[src/rtl/win_col_feeder_pkg.sv]
// Shared types for the sliding-window column feeder: pixel width and FSM state encoding.
package npu_win_pkg;

    localparam int PIX_W = 8;

    typedef enum logic [2:0] {
        ST_IDLE  = 3'd0,
        ST_CLR   = 3'd1,
        ST_FETCH = 3'd2,
        ST_CAPT  = 3'd3,
        ST_PUSH  = 3'd4,
        ST_DONE  = 3'd5
    } feeder_state_e;

endpackage

[src/rtl/win_col_feeder_if.sv]
// SRAM read port and column handshake between the feeder and the window register.
interface win_col_feeder_if #(
    parameter int K_H    = 3,
    parameter int ADDR_W = 6
);
    import npu_win_pkg::*;

    logic                        mem_rd_en;
    logic [ADDR_W-1:0]           mem_addr;
    logic [PIX_W-1:0]            mem_rdata;
    logic                        col_valid;
    logic                        col_ready;
    logic [K_H-1:0][PIX_W-1:0]   col_data;
    logic                        load_en;

    modport master (
        output mem_rd_en, mem_addr, col_valid, col_data, load_en,
        input  mem_rdata, col_ready
    );

    modport slave (
        input  mem_rd_en, mem_addr, col_valid, col_data, load_en,
        output mem_rdata, col_ready
    );

endinterface

[src/rtl/win_col_feeder_addr_gen.sv]
// Row/column/pixel-index counters and SRAM address generation for the column feeder.
module win_addr_gen
    import npu_win_pkg::*;
#(
    parameter int K_H    = 3,
    parameter int IMG_H  = 8,
    parameter int IMG_W  = 8,
    parameter int ADDR_W = $clog2(IMG_H * IMG_W),
    parameter int ROW_W  = $clog2(IMG_H),
    parameter int COL_W  = $clog2(IMG_W),
    parameter int IDX_W  = (K_H > 1) ? $clog2(K_H) : 1
) (
    input  logic              clk,
    input  logic              rst_n,
    input  logic              scan_init,
    input  logic              col_init,
    input  logic              fetch_step,
    input  logic              col_adv,
    input  logic              row_adv,
    output logic [ADDR_W-1:0] mem_addr,
    output logic [ROW_W-1:0]  row,
    output logic [COL_W-1:0]  col,
    output logic [IDX_W-1:0]  idx,
    output logic              idx_last,
    output logic              col_last,
    output logic              row_last
);

    // Walking down a column adds IMG_W; after the last pixel jump back up and one to the right.
    localparam logic [ADDR_W-1:0] ROW_STEP = ADDR_W'(IMG_W);
    localparam logic [ADDR_W-1:0] REWIND   = ADDR_W'((K_H - 1) * IMG_W - 1);

    logic [ROW_W-1:0]  row_r;
    logic [ADDR_W-1:0] row_base_r;
    logic [COL_W-1:0]  col_r;
    logic [IDX_W-1:0]  idx_r;
    logic [ADDR_W-1:0] addr_r;

    // Output row counter and its base address accumulator
    always_ff @(posedge clk) begin
        if (!rst_n) begin
            row_r      <= ROW_W'(0);
            row_base_r <= ADDR_W'(0);
        end else if (scan_init) begin
            row_r      <= ROW_W'(0);
            row_base_r <= ADDR_W'(0);
        end else if (row_adv) begin
            row_r      <= row_r + ROW_W'(1);
            row_base_r <= row_base_r + ROW_STEP;
        end
    end

    // Column counter, restarted at each row clear
    always_ff @(posedge clk) begin
        if (!rst_n) begin
            col_r <= COL_W'(0);
        end else if (col_init) begin
            col_r <= COL_W'(0);
        end else if (col_adv) begin
            col_r <= col_r + COL_W'(1);
        end
    end

    // Pixel index and read address pointer
    always_ff @(posedge clk) begin
        if (!rst_n) begin
            idx_r  <= IDX_W'(0);
            addr_r <= ADDR_W'(0);
        end else if (col_init) begin
            idx_r  <= IDX_W'(0);
            addr_r <= row_base_r;
        end else if (fetch_step) begin
            if (idx_last) begin
                idx_r  <= IDX_W'(0);
                addr_r <= addr_r - REWIND;
            end else begin
                idx_r  <= idx_r + IDX_W'(1);
                addr_r <= addr_r + ROW_STEP;
            end
        end
    end

    assign idx_last = (idx_r == IDX_W'(K_H - 1));
    assign col_last = (col_r == COL_W'(IMG_W - 1));
    assign row_last = (row_r == ROW_W'(IMG_H - K_H));
    assign mem_addr = addr_r;
    assign row      = row_r;
    assign col      = col_r;
    assign idx      = idx_r;

endmodule

[src/rtl/win_col_feeder.sv]
// Scans a row-major feature map in SRAM and pushes K_H-pixel columns into the window register.
module win_col_feeder
    import npu_win_pkg::*;
#(
    parameter int K_H    = 3,
    parameter int K_W    = 3,
    parameter int IMG_H  = 8,
    parameter int IMG_W  = 8,
    parameter int ADDR_W = $clog2(IMG_H * IMG_W)
) (
    input  logic                      clk,
    input  logic                      rst_n,
    input  logic                      start,
    input  logic                      abort,
    win_col_feeder_if.master          bus,
    output logic                      clear,
    output logic                      win_valid,
    output logic [$clog2(IMG_H)-1:0]  win_row,
    output logic [$clog2(IMG_W)-1:0]  win_col,
    output logic                      busy,
    output logic                      done
);

    localparam int ROW_W = $clog2(IMG_H);
    localparam int COL_W = $clog2(IMG_W);
    localparam int IDX_W = (K_H > 1) ? $clog2(K_H) : 1;

    feeder_state_e             state_r, next_s, base_next_s;
    logic [ROW_W-1:0]          row_s;
    logic [COL_W-1:0]          col_s;
    logic [IDX_W-1:0]          idx_s;
    logic                      idx_last_s, col_last_s, row_last_s;
    logic                      rd_en_s, col_valid_s, clear_s, busy_s, done_s, hs_s;
    logic                      scan_init_s, col_adv_s, row_adv_s;
    logic                      cap_en_r;
    logic [IDX_W-1:0]          cap_idx_r;
    logic [K_H-1:0][PIX_W-1:0] col_data_r;
    logic                      win_valid_r;
    logic [ROW_W-1:0]          win_row_r;
    logic [COL_W-1:0]          win_col_r;

    win_addr_gen #(
        .K_H(K_H), .IMG_H(IMG_H), .IMG_W(IMG_W), .ADDR_W(ADDR_W),
        .ROW_W(ROW_W), .COL_W(COL_W), .IDX_W(IDX_W)
    ) u_addr_gen (
        .clk        (clk),
        .rst_n      (rst_n),
        .scan_init  (scan_init_s),
        .col_init   (state_r == ST_CLR),
        .fetch_step (rd_en_s),
        .col_adv    (col_adv_s),
        .row_adv    (row_adv_s),
        .mem_addr   (bus.mem_addr),
        .row        (row_s),
        .col        (col_s),
        .idx        (idx_s),
        .idx_last   (idx_last_s),
        .col_last   (col_last_s),
        .row_last   (row_last_s)
    );

    // FSM state register
    always_ff @(posedge clk) begin
        if (!rst_n) begin
            state_r <= ST_IDLE;
        end else begin
            state_r <= next_s;
        end
    end

    // FSM next-state logic; abort overrides every transition
    always_comb begin
        base_next_s = ST_IDLE;
        case (state_r)
            ST_IDLE:  base_next_s = start ? ST_CLR : ST_IDLE;
            ST_CLR:   base_next_s = ST_FETCH;
            ST_FETCH: base_next_s = idx_last_s ? ST_CAPT : ST_FETCH;
            ST_CAPT:  base_next_s = ST_PUSH;
            ST_PUSH: begin
                if (!bus.col_ready) begin
                    base_next_s = ST_PUSH;
                end else if (!col_last_s) begin
                    base_next_s = ST_FETCH;
                end else if (!row_last_s) begin
                    base_next_s = ST_CLR;
                end else begin
                    base_next_s = ST_DONE;
                end
            end
            ST_DONE:  base_next_s = ST_IDLE;
            default:  base_next_s = ST_IDLE;
        endcase
        if (abort) begin
            next_s = ST_IDLE;
        end else begin
            next_s = base_next_s;
        end
    end

    // FSM outputs decoded from the current state
    always_comb begin
        rd_en_s     = 1'b0;
        col_valid_s = 1'b0;
        done_s      = 1'b0;
        busy_s      = (state_r != ST_IDLE);
        case (state_r)
            ST_FETCH: rd_en_s     = !abort;
            ST_PUSH:  col_valid_s = !abort;
            ST_DONE:  done_s      = !abort;
            default:  rd_en_s     = 1'b0;
        endcase
        clear_s = (state_r == ST_CLR) || (abort && busy_s);
    end

    assign hs_s        = col_valid_s && bus.col_ready;
    assign scan_init_s = (state_r == ST_IDLE) && start && !abort;
    assign col_adv_s   = hs_s && !col_last_s;
    assign row_adv_s   = hs_s && col_last_s && !row_last_s;

    // SRAM data arrives one cycle after the strobe, so the index is delayed alongside it
    always_ff @(posedge clk) begin
        if (!rst_n) begin
            cap_en_r   <= 1'b0;
            cap_idx_r  <= IDX_W'(0);
            col_data_r <= '0;
        end else begin
            cap_en_r  <= rd_en_s;
            cap_idx_r <= idx_s;
            if (cap_en_r) begin
                col_data_r[cap_idx_r] <= bus.mem_rdata;
            end
        end
    end

    // Window-full pulse with the position of the window it reports
    always_ff @(posedge clk) begin
        if (!rst_n) begin
            win_valid_r <= 1'b0;
            win_row_r   <= ROW_W'(0);
            win_col_r   <= COL_W'(0);
        end else if (hs_s && (col_s >= COL_W'(K_W - 1))) begin
            win_valid_r <= 1'b1;
            win_row_r   <= row_s;
            win_col_r   <= col_s - COL_W'(K_W - 1);
        end else begin
            win_valid_r <= 1'b0;
        end
    end

    assign bus.mem_rd_en = rd_en_s;
    assign bus.col_valid = col_valid_s;
    assign bus.col_data  = col_data_r;
    assign bus.load_en   = hs_s;
    assign clear         = clear_s;
    assign busy          = busy_s;
    assign done          = done_s;
    assign win_valid     = win_valid_r;
    assign win_row       = win_row_r;
    assign win_col       = win_col_r;

endmodule
[src/flat_wrapper.sv]
// flat-port wrapper written by rule: the top's interface ports become plain ports
module win_col_feeder_flat import npu_win_pkg::*;
#(
    parameter int K_H    = 3,
    parameter int K_W    = 3,
    parameter int IMG_H  = 8,
    parameter int IMG_W  = 8,
    parameter int ADDR_W = $clog2(IMG_H * IMG_W)
)
  (clk, rst_n, start, abort, clear, win_valid, win_row, win_col, busy, done, bus_mem_rd_en, bus_mem_addr, bus_col_valid, bus_col_data, bus_load_en, bus_mem_rdata, bus_col_ready);
  win_col_feeder_if #(.K_H(K_H), .ADDR_W(ADDR_W)) bus_i ();
  input  logic clk;
  input  logic rst_n;
  input  logic start;
  input  logic abort;
  output logic clear;
  output logic win_valid;
  output logic [$clog2(IMG_H)-1:0] win_row;
  output logic [$clog2(IMG_W)-1:0] win_col;
  output logic busy;
  output logic done;
  output wire logic [$bits(bus_i.mem_rd_en)-1:0] bus_mem_rd_en;
  output wire logic [$bits(bus_i.mem_addr)-1:0] bus_mem_addr;
  output wire logic [$bits(bus_i.col_valid)-1:0] bus_col_valid;
  output wire logic [$bits(bus_i.col_data)-1:0] bus_col_data;
  output wire logic [$bits(bus_i.load_en)-1:0] bus_load_en;
  input wire logic [$bits(bus_i.mem_rdata)-1:0] bus_mem_rdata;
  input wire logic [$bits(bus_i.col_ready)-1:0] bus_col_ready;
  assign bus_mem_rd_en = bus_i.mem_rd_en;
  assign bus_mem_addr = bus_i.mem_addr;
  assign bus_col_valid = bus_i.col_valid;
  assign bus_col_data = bus_i.col_data;
  assign bus_load_en = bus_i.load_en;
  assign bus_i.mem_rdata = bus_mem_rdata;
  assign bus_i.col_ready = bus_col_ready;
  win_col_feeder #(.K_H(K_H), .K_W(K_W), .IMG_H(IMG_H), .IMG_W(IMG_W), .ADDR_W(ADDR_W)) u_core (.clk(clk), .rst_n(rst_n), .start(start), .abort(abort), .bus(bus_i), .clear(clear), .win_valid(win_valid), .win_row(win_row), .win_col(win_col), .busy(busy), .done(done));
endmodule
[config.mk]
export PLATFORM = sky130hd
export DESIGN_NAME = win_col_feeder_flat
export DESIGN_NICKNAME = d
export VERILOG_FILES = /design/src/rtl/win_col_feeder_pkg.sv /design/src/rtl/win_col_feeder_if.sv /design/src/rtl/win_col_feeder_addr_gen.sv /design/src/rtl/win_col_feeder.sv /design/src/flat_wrapper.sv
export SDC_FILE = /design/constraint.sdc
export NUM_CORES = 1
export LEC_CHECK = 0
export ABC_AREA = 1
export BUFFER_PORTS_ARGS = -buffer_cell sky130_fd_sc_hd__buf_2
export CORE_MARGIN = 2
export CORE_UTILIZATION = 35
export CTS_CLUSTER_SIZE = 10
export DETAILED_ROUTE_END_ITERATION = 12
export SKIP_LAST_GASP = 1
export SLEW_MARGIN = 20
export SYNTH_ARGS = -nofsm -noshare
export SYNTH_HDL_FRONTEND = slang
export SYNTH_SLANG_ARGS = --single-unit
[constraint.sdc]
create_clock -name clk -period 3.65 [get_ports clk]
set_input_delay 0.5475 -clock clk [delete_from_list [all_inputs] [get_ports clk]]
set_output_delay 0.5475 -clock clk [all_outputs]
set_load 0.01 [all_outputs]
==> impl_metrics.env <==
export IMPL_p_seq_frac=0.585
export IMPL_tns_ps=0
export IMPL_final_max_slew_viol_count=0
export IMPL_antenna_diode_count=0
export IMPL_timing_critical_path_max_delay_family="simple AND/OR/NAND/NOR gates"
export IMPL_grt_max_degree=38
export IMPL_die_area_sq_um=7591
export IMPL_coreArea_sq_um=6756
export IMPL_clk_transition_reported_paths_ps=90
export IMPL_port_buffers=55
export IMPL_period_share=0.5471
export IMPL_track_usage=0.1454
export IMPL_wire_length_of_the_first_global_routing_pass_mm=8.735
export IMPL_detail_route_drc_violations=0
export IMPL_grt_antenna_before_repair=0
export IMPL_dpl_worst_slack_ps=1803
export IMPL_tritoncts="yes"
export IMPL_synthTopCellsByArea="sky130_fd_sc_hd__dfxtp_1 (45%), sky130_fd_sc_hd__nor2_1 (12%), sky130_fd_sc_hd__nand2_1 (8.1%)"
export IMPL_max_slew_margin=0.6505
export IMPL_timing_worst_setup_path_type="flip-flop to output pin"
export IMPL_syn_area_sq_um=2419
export IMPL_synthesis_nets=354
export IMPL_internal_power_mw=0.7805
export IMPL_start_kind="flip-flop"
export IMPL_timing_max_cap_violations=0
export IMPL_clk_root_buffer_cell="sky130_fd_sc_hd__clkbuf_8"
export IMPL_netlist_cell_type_count=27
export IMPL_number_of_top_level_pins=56
export IMPL_die_w_microns=87.13
export IMPL_first_global_vias=1898
export IMPL_worstSkewPairLatency_ps=310
export IMPL_clockBufferDepth=2
export IMPL_irDropWorstVdd_mv=0.2061
export IMPL_gp_congestion=0.8400
export IMPL_htreeDepth=2
export IMPL_synth_top_area_cell="sky130_fd_sc_hd__dfxtp_1"
export IMPL_ant_nets=0
export IMPL_achievable_frequency_mhz=500.8
export IMPL_critical_path_n_buffers_inverters=2
export IMPL_area_growth_syn_to_layout_pct=18.26
export IMPL_finalSetupViolCount=0
export IMPL_drt_iter0_drc=53
export IMPL_setup_worst_path_end_class="output pin"
export IMPL_synth_yosys_warnings=0
export IMPL_final_cell_count_no_fill=467
export IMPL_power_switching_mw=0.2333
export IMPL_tritoncts_num_buffers=5
export IMPL_die_h_microns=87.13
export IMPL_dpl_cell_count=459
export IMPL_post_route_cells_drive_above_1_share=0.1990
export IMPL_tritoncts_num_sinks=54
export IMPL_net_count_reported_at_finish=410
export IMPL_number_of_register_bits_inferred_by_synthesis=54
export IMPL_cp_data_arrival_time_ps=1450
export IMPL_rsz0062_at_grt="false"
export IMPL_vias_per_cell=4.664
export IMPL_cellPowerDensity_nw_per_um2=354.4
export IMPL_routed_wire_length_per_instance_microns=11.57
export IMPL_routed_wl_mm=5.405
export IMPL_leakage_nw=1.412
export IMPL_hold_class="flip-flop to flip-flop"
export IMPL_setup_slack_ps=1653
export IMPL_synth_top_area_frac=0.4470
export IMPL_synthCells=330
export IMPL_synth_avg_cell_area_sq_um=7.329
export IMPL_critPathRequiredTime_ps=3100
export IMPL_post_cts_buffers=0
export IMPL_share_comb_of_total_power=0.048
export IMPL_final_setup_skew_ps=4.436
export IMPL_cp_cell_sequence="nor2_2 > nand2_2 > nor2_4 > nand2_1 > inv_1 > buf_2"
export IMPL_floorplan_rows=30
export IMPL_cts_repair_resize_count=0
export IMPL_detailed_place_hpwl_mm=4.050
export IMPL_cts_hold_buf=0
export IMPL_worstMarginPinSlew_ps=524.2
export IMPL_timing_critical_path_fanout_max=12
export IMPL_clockPowerShare=0.367
export IMPL_detailedRoute_firstPassIterationCount=4
export IMPL_yosysSeqAreaShare=0.4470
export IMPL_start_util=0.3580
export IMPL_hold_violations=0
export IMPL_grt_ovf=0
export IMPL_result_of_the_run="finished, final reports clean"
export IMPL_critPathMaxStageDelay_ps=370
export IMPL_netSwitchingFraction=0.2301
export IMPL_cpMaxStageDelayCell="sky130_fd_sc_hd__dfxtp_1"
export IMPL_vias=2178
export IMPL_period_needed_ps=1997
area by class of cell:
cell class	count	area, sq um
Inverter	38	143.9
Fill cell	724	3896
Multi-Input combinational cell	232	1155
Timing Repair Buffer	55	275.3
Sequential cell	54	1081
Clock buffer	7	96.34
Tap cell	80	100.1
Clock inverter	1	8.758
sequential cells by signal, summed over array words and instances, names as in the netlist:
signal                        count
u_core.u_addr_gen.row             3
u_core.bus.col_data              24
u_core.u_addr_gen.row_base_r      3
u_core.cap_en_r                   1
u_core.win_row                    3
u_core.cap_idx_r                  2
u_core.win_valid                  1
u_core.u_addr_gen.col             3
u_core.win_col                    3
u_core.u_addr_gen.mem_addr        6
u_core.u_addr_gen.idx             2
u_core.state_r                    3
tightest hold or removal path, cell delays in order (launching register included):
cell and delay (ps):
sky130_fd_sc_hd__dfxtp_1 350, sky130_fd_sc_hd__nand2_1 60, sky130_fd_sc_hd__inv_1 30
routing by layer:
metal  share of wire  up-vias  track usage
li1                -     1161            -
met1            0.49      956       0.1889
met2            0.44       54       0.2380
met3           0.053        7      0.03223
met4           0.013        0      0.05035
met5               0        -            0
path summary, 6_finish.rpt:
kind                                  from                        to  slack (ps)  depth (start not counted)
hold / removal    u_core.u_addr_gen.idx[0]       u_core.cap_idx_r[0]         480                          2
hold reg to reg   u_core.u_addr_gen.idx[0]       u_core.cap_idx_r[0]         480                          2
setup / recovery         u_core.state_r[0]               bus_load_en        1650                          6
setup reg to reg  u_core.u_addr_gen.col[0]  u_core.u_addr_gen.row[2]        2070                          7
layout by cell type, fill, tap and decap left out, drive strengths merged:
master  count
nand3b      4
clkinv      2
nand4       3
inv        37
nor2       85
xor2        2
a31oi       1
o211ai      1
nand2      54
dfxtp      54
buf        55
a21oi      14
o21ai      36
clkbuf      7
o21bai      1
nor4        1
nand3      19
ha         11
logic make-up after synthesis:
| group | share of synthesized area |
|---|---|
| adders and majority gates | 0.05691 |
| buffers and inverters | 0.07552 |
| xor gates and xnor gates | 0.007244 |
| and+or+nand+nor | 0.2995 |
| AOI/OAI and AO/OA | 0.1138 |
| DFF | 0.4470 |
per-stage QoR:
step / total power, mW / area [sq um] / utilization / hold WS (ps)
2_1_floorplan: 0.6355 / 2419 / - / 443.9
3_3_place_gp: 0.6553 / 2755 / 0.4078 / 458.5
3_5_place_dp: 0.6557 / 2755 / 0.4078 / 465.2
4_1_cts: 1.030 / 2860 / 0.4233 / 469.7
5_1_grt: 1.057 / 2860 / 0.4233 / 495.1
6_report: 1.014 / 2860 / 0.4233 / 478.7
power by group through the flow:
| stage | clock network, mW | logic (mW) | registers [mW] |
|---|---|---|---|
| global placement | 0 | 0.0487 | 0.607 |
| finish | 0.372 | 0.0489 | 0.593 |
| global route | 0.407 | 0.0561 | 0.593 |
| floorplan | 0 | 0.0287 | 0.607 |
| CTS | 0.388 | 0.0492 | 0.593 |
| detailed placement | 0 | 0.0491 | 0.607 |
synthesized netlist by cell type (all sizes together):
library cell	count
nor2	85
dfxtp	54
nand2	54
inv	37
o21ai	36
nand3	19
a21oi	14
ha	11
nand3b	4
buf	3
clkbuf	3
nand4	3
xor2	2
a31oi	1
clkinv	1
nor4	1
o211ai	1
o21bai	1
No activity file was read; power rests on OpenSTA's default activity.
